[src/rtl/prt_arbiter_if.sv]
// Request/grant bundle between the requesting units and prt_arbiter.
// master = requester side, slave = arbiter side.
interface prt_arbiter_if;
   localparam int unsigned N_REQ = 4;
   localparam int unsigned ID_W  = 2;

   logic [N_REQ-1:0] req;
   logic [N_REQ-1:0] gnt;
   logic [ID_W-1:0]  gnt_id;
   logic             busy;

   modport master (output req, input gnt, input gnt_id, input busy);
   modport slave  (input req, output gnt, output gnt_id, output busy);
endinterface

[src/rtl/prt_arbiter.sv]
// Four-requester bus arbiter: fixed (index 3 highest) or round-robin priority,
// grant held until release, bounded hold in RR mode, one dead cycle per handover.
module prt_arbiter #(
   parameter bit          RR_EN    = 1'b1,
   parameter int unsigned MAX_HOLD = 8
) (
   input  logic         clk,
   input  logic         rst_n,
   prt_arbiter_if.slave bus
);

   localparam int unsigned N_REQ  = 4;
   localparam int unsigned ID_W   = 2;
   localparam int unsigned HOLD_W = 8;
   localparam logic [HOLD_W-1:0] HOLD_MAX = HOLD_W'(MAX_HOLD);

   typedef enum logic [1:0] {
      S_IDLE = 2'd0,
      S_BUSY = 2'd1,
      S_GAP  = 2'd2
   } state_e;

   // 4-to-2 priority encode: index of the highest set bit, 0 when empty.
   function automatic logic [ID_W-1:0] prio_enc(input logic [N_REQ-1:0] v);
      logic [ID_W-1:0] idx;
      idx = '0;
      for (int i = 0; i < int'(N_REQ); i++) begin
         if (v[i]) idx = ID_W'(i);
      end
      return idx;
   endfunction

   function automatic logic [N_REQ-1:0] bit_rev(input logic [N_REQ-1:0] v);
      logic [N_REQ-1:0] r;
      for (int i = 0; i < int'(N_REQ); i++) r[i] = v[int'(N_REQ) - 1 - i];
      return r;
   endfunction

   state_e              state_q, state_d;
   logic [N_REQ-1:0]    gnt_q, gnt_d;
   logic [ID_W-1:0]     gnt_id_q, gnt_id_d;
   logic                busy_q, busy_d;
   logic [ID_W-1:0]     ptr_q, ptr_d;
   logic [HOLD_W-1:0]   hold_cnt_q, hold_cnt_d;

   logic [2*N_REQ-1:0]  req_dbl_c;
   logic [N_REQ-1:0]    req_rot_c;
   logic [ID_W-1:0]     win_rr_c;
   logic [ID_W-1:0]     win_fx_c;
   logic [ID_W-1:0]     win_c;
   logic                owner_req_c;
   logic                others_c;

   // RR: rotate so req[ptr] lands at bit 0, then take the lowest set bit.
   always_comb begin
      req_dbl_c = {bus.req, bus.req} >> ptr_q;
      req_rot_c = req_dbl_c[N_REQ-1:0];
      win_rr_c  = ptr_q + (ID_W'(N_REQ - 1) - prio_enc(bit_rev(req_rot_c)));
      win_fx_c  = prio_enc(bus.req);
      win_c     = RR_EN ? win_rr_c : win_fx_c;
      owner_req_c = bus.req[gnt_id_q];
      others_c    = |(bus.req & ~gnt_q);
   end

   always_comb begin
      state_d    = state_q;
      gnt_d      = gnt_q;
      gnt_id_d   = gnt_id_q;
      busy_d     = busy_q;
      ptr_d      = ptr_q;
      hold_cnt_d = hold_cnt_q;

      unique case (state_q)
         S_IDLE, S_GAP: begin
            if (|bus.req) begin
               state_d    = S_BUSY;
               gnt_d      = N_REQ'(1) << win_c;
               gnt_id_d   = win_c;
               busy_d     = 1'b1;
               hold_cnt_d = HOLD_W'(1);
            end else begin
               state_d = S_IDLE;
               gnt_d   = '0;
               busy_d  = 1'b0;
            end
         end
         S_BUSY: begin
            // Release and preemption share one path, so a coinciding drop also advances ptr.
            if (!owner_req_c || (RR_EN && (hold_cnt_q == HOLD_MAX) && others_c)) begin
               state_d = S_GAP;
               gnt_d   = '0;
               busy_d  = 1'b0;
               ptr_d   = gnt_id_q + ID_W'(1);
            end else if (hold_cnt_q < HOLD_MAX) begin
               hold_cnt_d = hold_cnt_q + HOLD_W'(1);
            end else begin
               hold_cnt_d = HOLD_MAX;
            end
         end
         default: begin
            state_d = S_IDLE;
            gnt_d   = '0;
            busy_d  = 1'b0;
         end
      endcase
   end

   always_ff @(posedge clk or negedge rst_n) begin
      if (!rst_n) begin
         state_q    <= S_IDLE;
         gnt_q      <= '0;
         gnt_id_q   <= '0;
         busy_q     <= 1'b0;
         ptr_q      <= '0;
         hold_cnt_q <= '0;
      end else begin
         state_q    <= state_d;
         gnt_q      <= gnt_d;
         gnt_id_q   <= gnt_id_d;
         busy_q     <= busy_d;
         ptr_q      <= ptr_d;
         hold_cnt_q <= hold_cnt_d;
      end
   end

   assign bus.gnt    = gnt_q;
   assign bus.gnt_id = gnt_id_q;
   assign bus.busy   = busy_q;

endmodule

[src/flat_wrapper.sv]
// flat-port wrapper written by rule: the top's interface ports become plain ports
module prt_arbiter_flat 
#(
   parameter bit          RR_EN    = 1'b1,
   parameter int unsigned MAX_HOLD = 8
)
  (clk, rst_n, bus_req, bus_gnt, bus_gnt_id, bus_busy);
  prt_arbiter_if bus_i ();
  input  logic clk;
  input  logic rst_n;
  input wire logic [$bits(bus_i.req)-1:0] bus_req;
  output wire logic [$bits(bus_i.gnt)-1:0] bus_gnt;
  output wire logic [$bits(bus_i.gnt_id)-1:0] bus_gnt_id;
  output wire logic [$bits(bus_i.busy)-1:0] bus_busy;
  assign bus_i.req = bus_req;
  assign bus_gnt = bus_i.gnt;
  assign bus_gnt_id = bus_i.gnt_id;
  assign bus_busy = bus_i.busy;
  prt_arbiter #(.RR_EN(RR_EN), .MAX_HOLD(MAX_HOLD)) u_core (.clk(clk), .rst_n(rst_n), .bus(bus_i));
endmodule
[config.mk]
export PLATFORM = sky130hd
export DESIGN_NAME = prt_arbiter_flat
export DESIGN_NICKNAME = d
export VERILOG_FILES = /design/src/rtl/prt_arbiter_if.sv /design/src/rtl/prt_arbiter.sv /design/src/flat_wrapper.sv
export SDC_FILE = /design/constraint.sdc
export NUM_CORES = 1
export LEC_CHECK = 0
export ABC_AREA = 1
export ABC_CLOCK_PERIOD_IN_PS = 5150
export CORE_MARGIN = 8
export CORE_UTILIZATION = 35
export CTS_BUF_LIST = sky130_fd_sc_hd__clkbuf_4
export CTS_CLUSTER_DIAMETER = 120
export DETAILED_ROUTE_END_ITERATION = 10
export SLEW_MARGIN = 20
export SYNTH_ARGS = -nofsm -noshare
export SYNTH_HDL_FRONTEND = slang
export SYNTH_SLANG_ARGS = --single-unit
[constraint.sdc]
create_clock -name clk -period 5.15 [get_ports clk]
set_clock_uncertainty 0.2 [all_clocks]
set_input_delay 1.03 -clock clk [delete_from_list [all_inputs] [get_ports clk]]
set_output_delay 1.03 -clock clk [all_outputs]
set_load 0.05 [all_outputs]
==> summary.md, run 1 <==
| Metric | Value |
|---|---|
| Max_slew headroom | `0.452` |
| Placed cell areas | `roughly 1200 µm²` |
| Power Density | `~590 nW/µm²` |
| CP Launch Point | `u_core.bus.gnt_id[0]$_DFFE_PN0P_` |
| Setup ws final | `roughly 2300 ps` |
| Area grow syn2layout | `16.4%` |
| N_diodes | `0` |
| CP Data Required Time | `3920 ps` |
| Synth cell types | `23` |
| CTS Hold Bufs | `0` |
| Clk root buf | `clkbuf_4` |
| Levels on crit path | `1` |
| Sequential Area | `about 450 µm²` |
| CP arrival | `roughly 1600 ps` |
| Initial DRC count | `38` |
| # IOs | `13` |
| Die width | `71.4 µm` |
| Kind of critical path | `reg2out` |
| Pre-antenna DRT Iters | `4` |
| DRC viols | `0` |
| Critical path endpoint | `bus_gnt_id[0]` |
| Final Cell Area | `1250 µm²` |
| Crit end category | `primary output` |
| Net Sw Frac | `0.514` |
| Port bufs | `12` |
| Kind of cell adding the most delay to the critical path | `buffers and inverters` |
| Routed len/inst | `12.1 µm` |
| Final hold violation count | `0` |
| Post-Route Setup TNS | `0 ps` |
| Layout cells sized above 1 | `0.0788` |
| Worst path bufs/invs | `1` |
| Setup crit start kind | `register` |
| Mapped Cells | `150` |
| Slowest stage cell, crit path | `clkdlybuf4s50_1` |
| Final wirelength | `2400 µm` |
| Floorplan row count | `20` |
| Psw | `roughly 380 µW` |
| Worst skew pair latency | `around 300 ps` |
| CP peak stage delay | `around 850 ps` |
| Hold Startpoint | `u_core.hold_cnt_q[4]$_DFFE_PN0P_` |
| Worst hold-check path type | `reg2reg` |
| Max-Cap Viols | `0` |
| Gpl congestion | `0.838` |
| Reg-to-reg slack, setup | `3180 ps` |
| Reg2Reg Depth | `10` |
| Num CTS Buffers | `3` |
| RSZ-0062 raised after global routing | `false` |
| Yosys synthesis warning count | `0` |
| Synth Register Bits | `18` |
| Share of power burned in registers | `0.326` |
| Largest net degree at the start of global routing | `19` |
| Max Fanout on Critical Path | `7` |
| Setup bufs post-CTS | `0` |
| Setup violators final | `0` |
| Tmin final | `2860 ps` |
| DPL Wire Length | `roughly 1800 µm` |
| First-pass GRT wire length | `4000 µm` |
| Core area | `around 3000 µm²` |
| Total number of vias | `about 1,000` |
| Antenna viol nets, final | `0` |
| Vias/cell | `4.90` |
| CTS clk-pin slew, worst paths | `about 110 ps` |
| Clock Sinks | `18` |
| Starting Density | `0.361` |
| Max clock buf depth | `2` |
| Worst slew pin tran | `a little over 800 ps` |
| Combinational share of power | `0.573` |
| Syn avg cell area | `7.17 µm²` |
| Global route overflow | `0` |
| All-layer global routing usage | `0.0976` |
| Post-cts resize count | `0` |
| Setup WS pre-CTS | `between 2000 and 2500 ps` |
| Fillers | `~330` |
| Clock share of power | `0.101` |
| Crit path cell chain | `clkdlybuf4s50_1` |
| Nets | `roughly 180` |
| Initial antenna violation count | `0` |
| Die footprint | `a little over 5000 µm²` |
| Vias in the first global route | `906` |
| Seq/Total Area, Yosys | `0.419` |
| Final period utilization | `0.556` |
| Internal power | `between 300 and 400 µW` |
| Area occupied by multi-input gates | `517 µm²` |
| Leakage | `between 0.0006 and 0.0007 µW` |
| Worst R2R Start | `u_core.ptr_q[0]$_DFFE_PN0P_` |
| FMAX | `between 300 and 400 MHz` |
| Die Ht | `approximately 71 µm` |
| Reg-to-reg critical path endpoint | `u_core.bus.gnt[0]$_DFFE_PN0P_` |
| H-tree depth | `1` |
| Synthesized cell area | `1080 µm²` |
| Status | `complete, no violations` |
| Slew Viols, Final | `0` |
| Post-Synthesis Net Count | `159` |
| Maximum vdd drop | `roughly 0.25 mV` |
| CTS tree | `done` |
[power groups by stage]
stage / registers (µW) / logic, µW / clock network [µW]
finish: 240 / 422 / 74.4
detailed placement: 241 / 424 / 0
floorplan: 290 / 266 / 0
global placement: 238 / 414 / 0
global route: 246 / 477 / 81.9
CTS: 239 / 427 / 77.4
[sequential cells by signal, indices dropped and copies added (netlist names)]
register           count
u_core.bus.gnt         4
u_core.ptr_q           2
u_core.hold_cnt_q      8
u_core.state_q         2
u_core.bus.gnt_id      2
[layout by cell type, fill, tap and decap left out, drive strengths merged]
master / count
clkdlybuf4s50: 12
nor3b: 1
a31oi: 2
a21oi: 3
inv: 26
nor2: 15
xnor2: 1
nand3: 18
nand2: 52
nand3b: 2
or2: 1
ha: 3
clkbuf: 3
nor4: 1
clkinv: 1
dfrtp: 18
o21ai: 6
[per-layer routing]
metal | vias up | wire (µm) | GRT usage
met4 | 0 | 25 | 0.0370
li1 | 496 | - | -
met2 | 15 | 1130 | 0.156
met3 | 4 | 155 | 0.0404
met5 | - | 0 | 0
met1 | 456 | 1090 | 0.113
[cells in the mapped netlist]
master	number	area, µm²
dfrtp_1	18	450
nand3_1	16	80.1
or2_1	1	6.26
inv_1	22	82.6
a31oi_1	1	6.26
o21ai_0	2	10.0
xnor2_1	1	8.76
nor3b_1	1	7.51
inv_2	4	15.0
o21ai_1	4	20.0
nor2_2	1	6.26
ha_1	3	37.5
nand3_4	1	17.5
buf_6	1	11.3
nand3b_1	2	15.0
nand2_2	1	6.26
nor4_1	1	6.26
a31oi_2	1	12.5
nand2_1	50	188
nand2_4	1	11.3
nor2_1	14	52.6
nand3_2	1	10.0
a21oi_1	3	15.0
[worst min path at each step]
stage / end / slack, ps / cells past startpoint
2_1_floorplan: u_core.hold_cnt_q[4]$_DFFE_PN0P_ / 270 / 2
3_5_place_dp: u_core.hold_cnt_q[4]$_DFFE_PN0P_ / 290 / 2
3_3_place_gp: u_core.hold_cnt_q[5]$_DFFE_PN0P_ / 280 / 2
6_report: u_core.hold_cnt_q[4]$_DFFE_PN0P_ / 300 / 2
5_1_grt: u_core.hold_cnt_q[4]$_DFFE_PN0P_ / 320 / 2
4_1_cts: u_core.hold_cnt_q[4]$_DFFE_PN0P_ / 300 / 2
[layout make-up]
class / count / area share
multi-input cells: 105 / 0.413
clock buffers: 3 / 0.0180
clock inverters: 1 / 0.00300
well taps: 33 / 0.0330
flip-flops and latches: 18 / 0.360
repair buffers: 12 / 0.0959
inverters: 26 / 0.0779
[kinds of logic after synthesis]
logic type / share of synthesized area
AO/OA/AOI/OAI: 0.0593
XOR/XNOR: 0.00814
adder cells (fa/ha/maj): 0.0349
buffers and inverters: 0.101
flip-flops: 0.419
AND/OR/NAND/NOR: 0.378
[metrics by stage]
step                hold slack (ps)  power (µW)   util  std cells
detailed placement              285         666  0.412        194
global route                    322         805  0.421        198
global placement                282         653  0.412        194
finish                          301         737  0.421        198
CTS                             302         743  0.421        198
floorplan                       273         557      -        150
Power figures use the tool's default switching activity.
==> run 2, diff against run 1 <==
ABC_CLOCK_PERIOD_IN_PS = 2400   (was 5150)
clock period = 2.4 ns   (was 5.15 ns; I/O delays follow)
==> summary.md, run 2 (synthesized netlist as in run 1, its figures left out) <==
| Metric | Value |
|---|---|
| Status | `complete, no violations` |
| Design Power | `~1600 µW` |
| Initial DRC count | `38` |
| Worst hold slack | `between 200 and 300 ps` |
| Clk root buf | `clkbuf_4` |
| All-layer global routing usage | `0.104` |
| Sequential Area | `between 400 and 500 µm²` |
| CP peak stage delay | `~850 ps` |
| Setup bufs post-CTS | `0` |
| Floorplan row count | `20` |
| Final hold violation count | `0` |
| Most common cell after layout, fill and taps aside | `nand2_1` |
| Worst skew pair latency | `about 310 ps` |
| Fillers | `300` |
| Final Cell Area | `1270 µm²` |
| Clock share of power | `0.102` |
| Nets | `178` |
| Post-Route Setup TNS | `0 ps` |
| RSZ-0062 raised after global routing | `false` |
| Worst hold-check path type | `in2async` |
| Num CTS Buffers | `3` |
| Max-Cap Viols | `0` |
| Pre-antenna DRT Iters | `4` |
| CTS Hold Bufs | `0` |
| Setup crit start kind | `register` |
| Max clock buf depth | `2` |
| Area occupied by multi-input gates | `roughly 520 µm²` |
| Biggest register | `u_core.hold_cnt_q` |
| Net Sw Frac | `0.510` |
| Initial antenna violation count | `0` |
| Area grow syn2layout | `18.5%` |
| Setup violators final | `0` |
| Internal power | `just under 800 µW` |
| Maximum vdd drop | `0.565 mV` |
| Worst R2R Start | `u_core.ptr_q[0]$_DFFE_PN0P_` |
| Max_slew headroom | `0.663` |
| CP Data Required Time | `roughly 1700 ps` |
| Routed len/inst | `11.7 µm` |
| Reg2Reg Depth | `10` |
| CTS tree | `done` |
| Power Density | `~1200 nW/µm²` |
| Gpl congestion | `0.830` |
| Total number of vias | `961` |
| Die Ht | `~71 µm` |
| FMAX | `approximately 440 MHz` |
| Combinational share of power | `0.576` |
| N_diodes | `0` |
| Layout cells sized above 1 | `0.0952` |
| Crit end category | `primary output` |
| Crit path cell chain | `clkdlybuf4s50_1` |
| Vias/cell | `4.78` |
| Post-cts resize count | `0` |
| Largest net degree at the start of global routing | `19` |
| DPL Wire Length | `around 1800 µm` |
| Reg-to-reg slack, setup | `about 440 ps` |
| DRC viols | `0` |
| Starting Density | `0.361` |
| Leakage | `just under 0.0007 µW` |
| Kind of critical path | `reg2out` |
| Max reg flops | `8` |
| Final wirelength | `around 2400 µm` |
| Setup ws final | `106 ps` |
| Share of power burned in registers | `0.322` |
| Worst path bufs/invs | `1` |
| Reg-to-reg critical path endpoint | `u_core.bus.gnt[2]$_DFFE_PN0P_` |
| First-pass GRT wire length | `around 4200 µm` |
| Global route overflow | `0` |
| Port bufs | `12` |
| Psw | `around 800 µW` |
| Slowest stage cell, crit path | `clkdlybuf4s50_1` |
| Tmin final | `2290 ps` |
| Antenna viol nets, final | `0` |
| Setup WS pre-CTS | `12.7 ps` |
| Slew Viols, Final | `0` |
| Placed cell areas | `around 1200 µm²` |
| Core area | `just under 3000 µm²` |
| Die footprint | `5100 µm²` |
| Kind of cell adding the most delay to the critical path | `buffers and inverters` |
| # IOs | `13` |
| H-tree depth | `1` |
| Max Fanout on Critical Path | `7` |
| CP arrival | `1610 ps` |
| Worst slew pin tran | `503 ps` |
| Commonest cells after routing, fill and taps aside | `50 x nand2_1, 22 x inv_1, 18 x dfrtp_1, 16 x nand3_1, 14 x nor2_1` |
| Clock Sinks | `18` |
| CTS clk-pin slew, worst paths | `110 ps` |
| Levels on crit path | `1` |
| Vias in the first global route | `995` |
| Final period utilization | `0.956` |
| Die width | `71.4 µm` |
run 2: layer usage:
metal,GRT usage,up-vias,part of all wire
li1,-,503,-
met3,0.0349,4,0.064
met5,0,-,0
met1,0.124,423,0.48
met2,0.157,31,0.43
met4,0.0647,0,0.019
run 2: cell type report:
| cell class | count | area share |
|---|---|---|
| clock inverters | 1 | 0.00294 |
| flip-flops and latches | 18 | 0.353 |
| repair buffers | 15 | 0.112 |
| multi-input cells | 105 | 0.405 |
| clock buffers | 3 | 0.0177 |
| well taps | 33 | 0.0324 |
| inverters | 26 | 0.0765 |
run 2: worst max path at each step:
stage                                startpoint                       endpoint  slack, ps
2_1_floorplan       u_core.ptr_q[0]$_DFFE_PN0P_  u_core.bus.gnt[3]$_DFFE_PN0P_        650
3_3_place_gp                         bus_req[1]  u_core.bus.gnt[3]$_DFFE_PN0P_         60
3_5_place_dp                         bus_req[1]  u_core.bus.gnt[3]$_DFFE_PN0P_         10
4_1_cts        u_core.bus.gnt_id[0]$_DFFE_PN0P_                  bus_gnt_id[0]         90
5_1_grt        u_core.bus.gnt_id[0]$_DFFE_PN0P_                  bus_gnt_id[0]         30
6_report       u_core.bus.gnt_id[0]$_DFFE_PN0P_                  bus_gnt_id[0]        110
run 2: per-stage QoR:
| stage | instances | util |
|---|---|---|
| 6_report | 201 | 0.428 |
| 5_1_grt | 201 | 0.428 |
| 4_1_cts | 201 | 0.428 |
| 3_5_place_dp | 197 | 0.419 |
| 3_3_place_gp | 197 | 0.419 |
| 2_1_floorplan | 150 | - |
run 2: power by group through the flow:
stage | Clock (µW) | Sequential [µW] | Combinational, µW
6_report | 161 | 506 | 905
3_3_place_gp | 0 | 512 | 892
5_1_grt | 177 | 526 | 1040
3_5_place_dp | 0 | 512 | 909
4_1_cts | 165 | 505 | 916
2_1_floorplan | 0 | 623 | 572
run 2: worst reg2reg max path: cells and delay by family, from the launching register on:
kind            cells  cell delay, ps
simple gates        6             620
flops               1             530
fa+ha+maj           1             270
compound gates      2             220
buf+inv             1              80
==> run 3, diff against run 2 <==
SKIP_LAST_GASP = 1   (was default)
==> results of run 3 <==
Same layout as run 2: the final DEF is identical, and so are final timing and power.
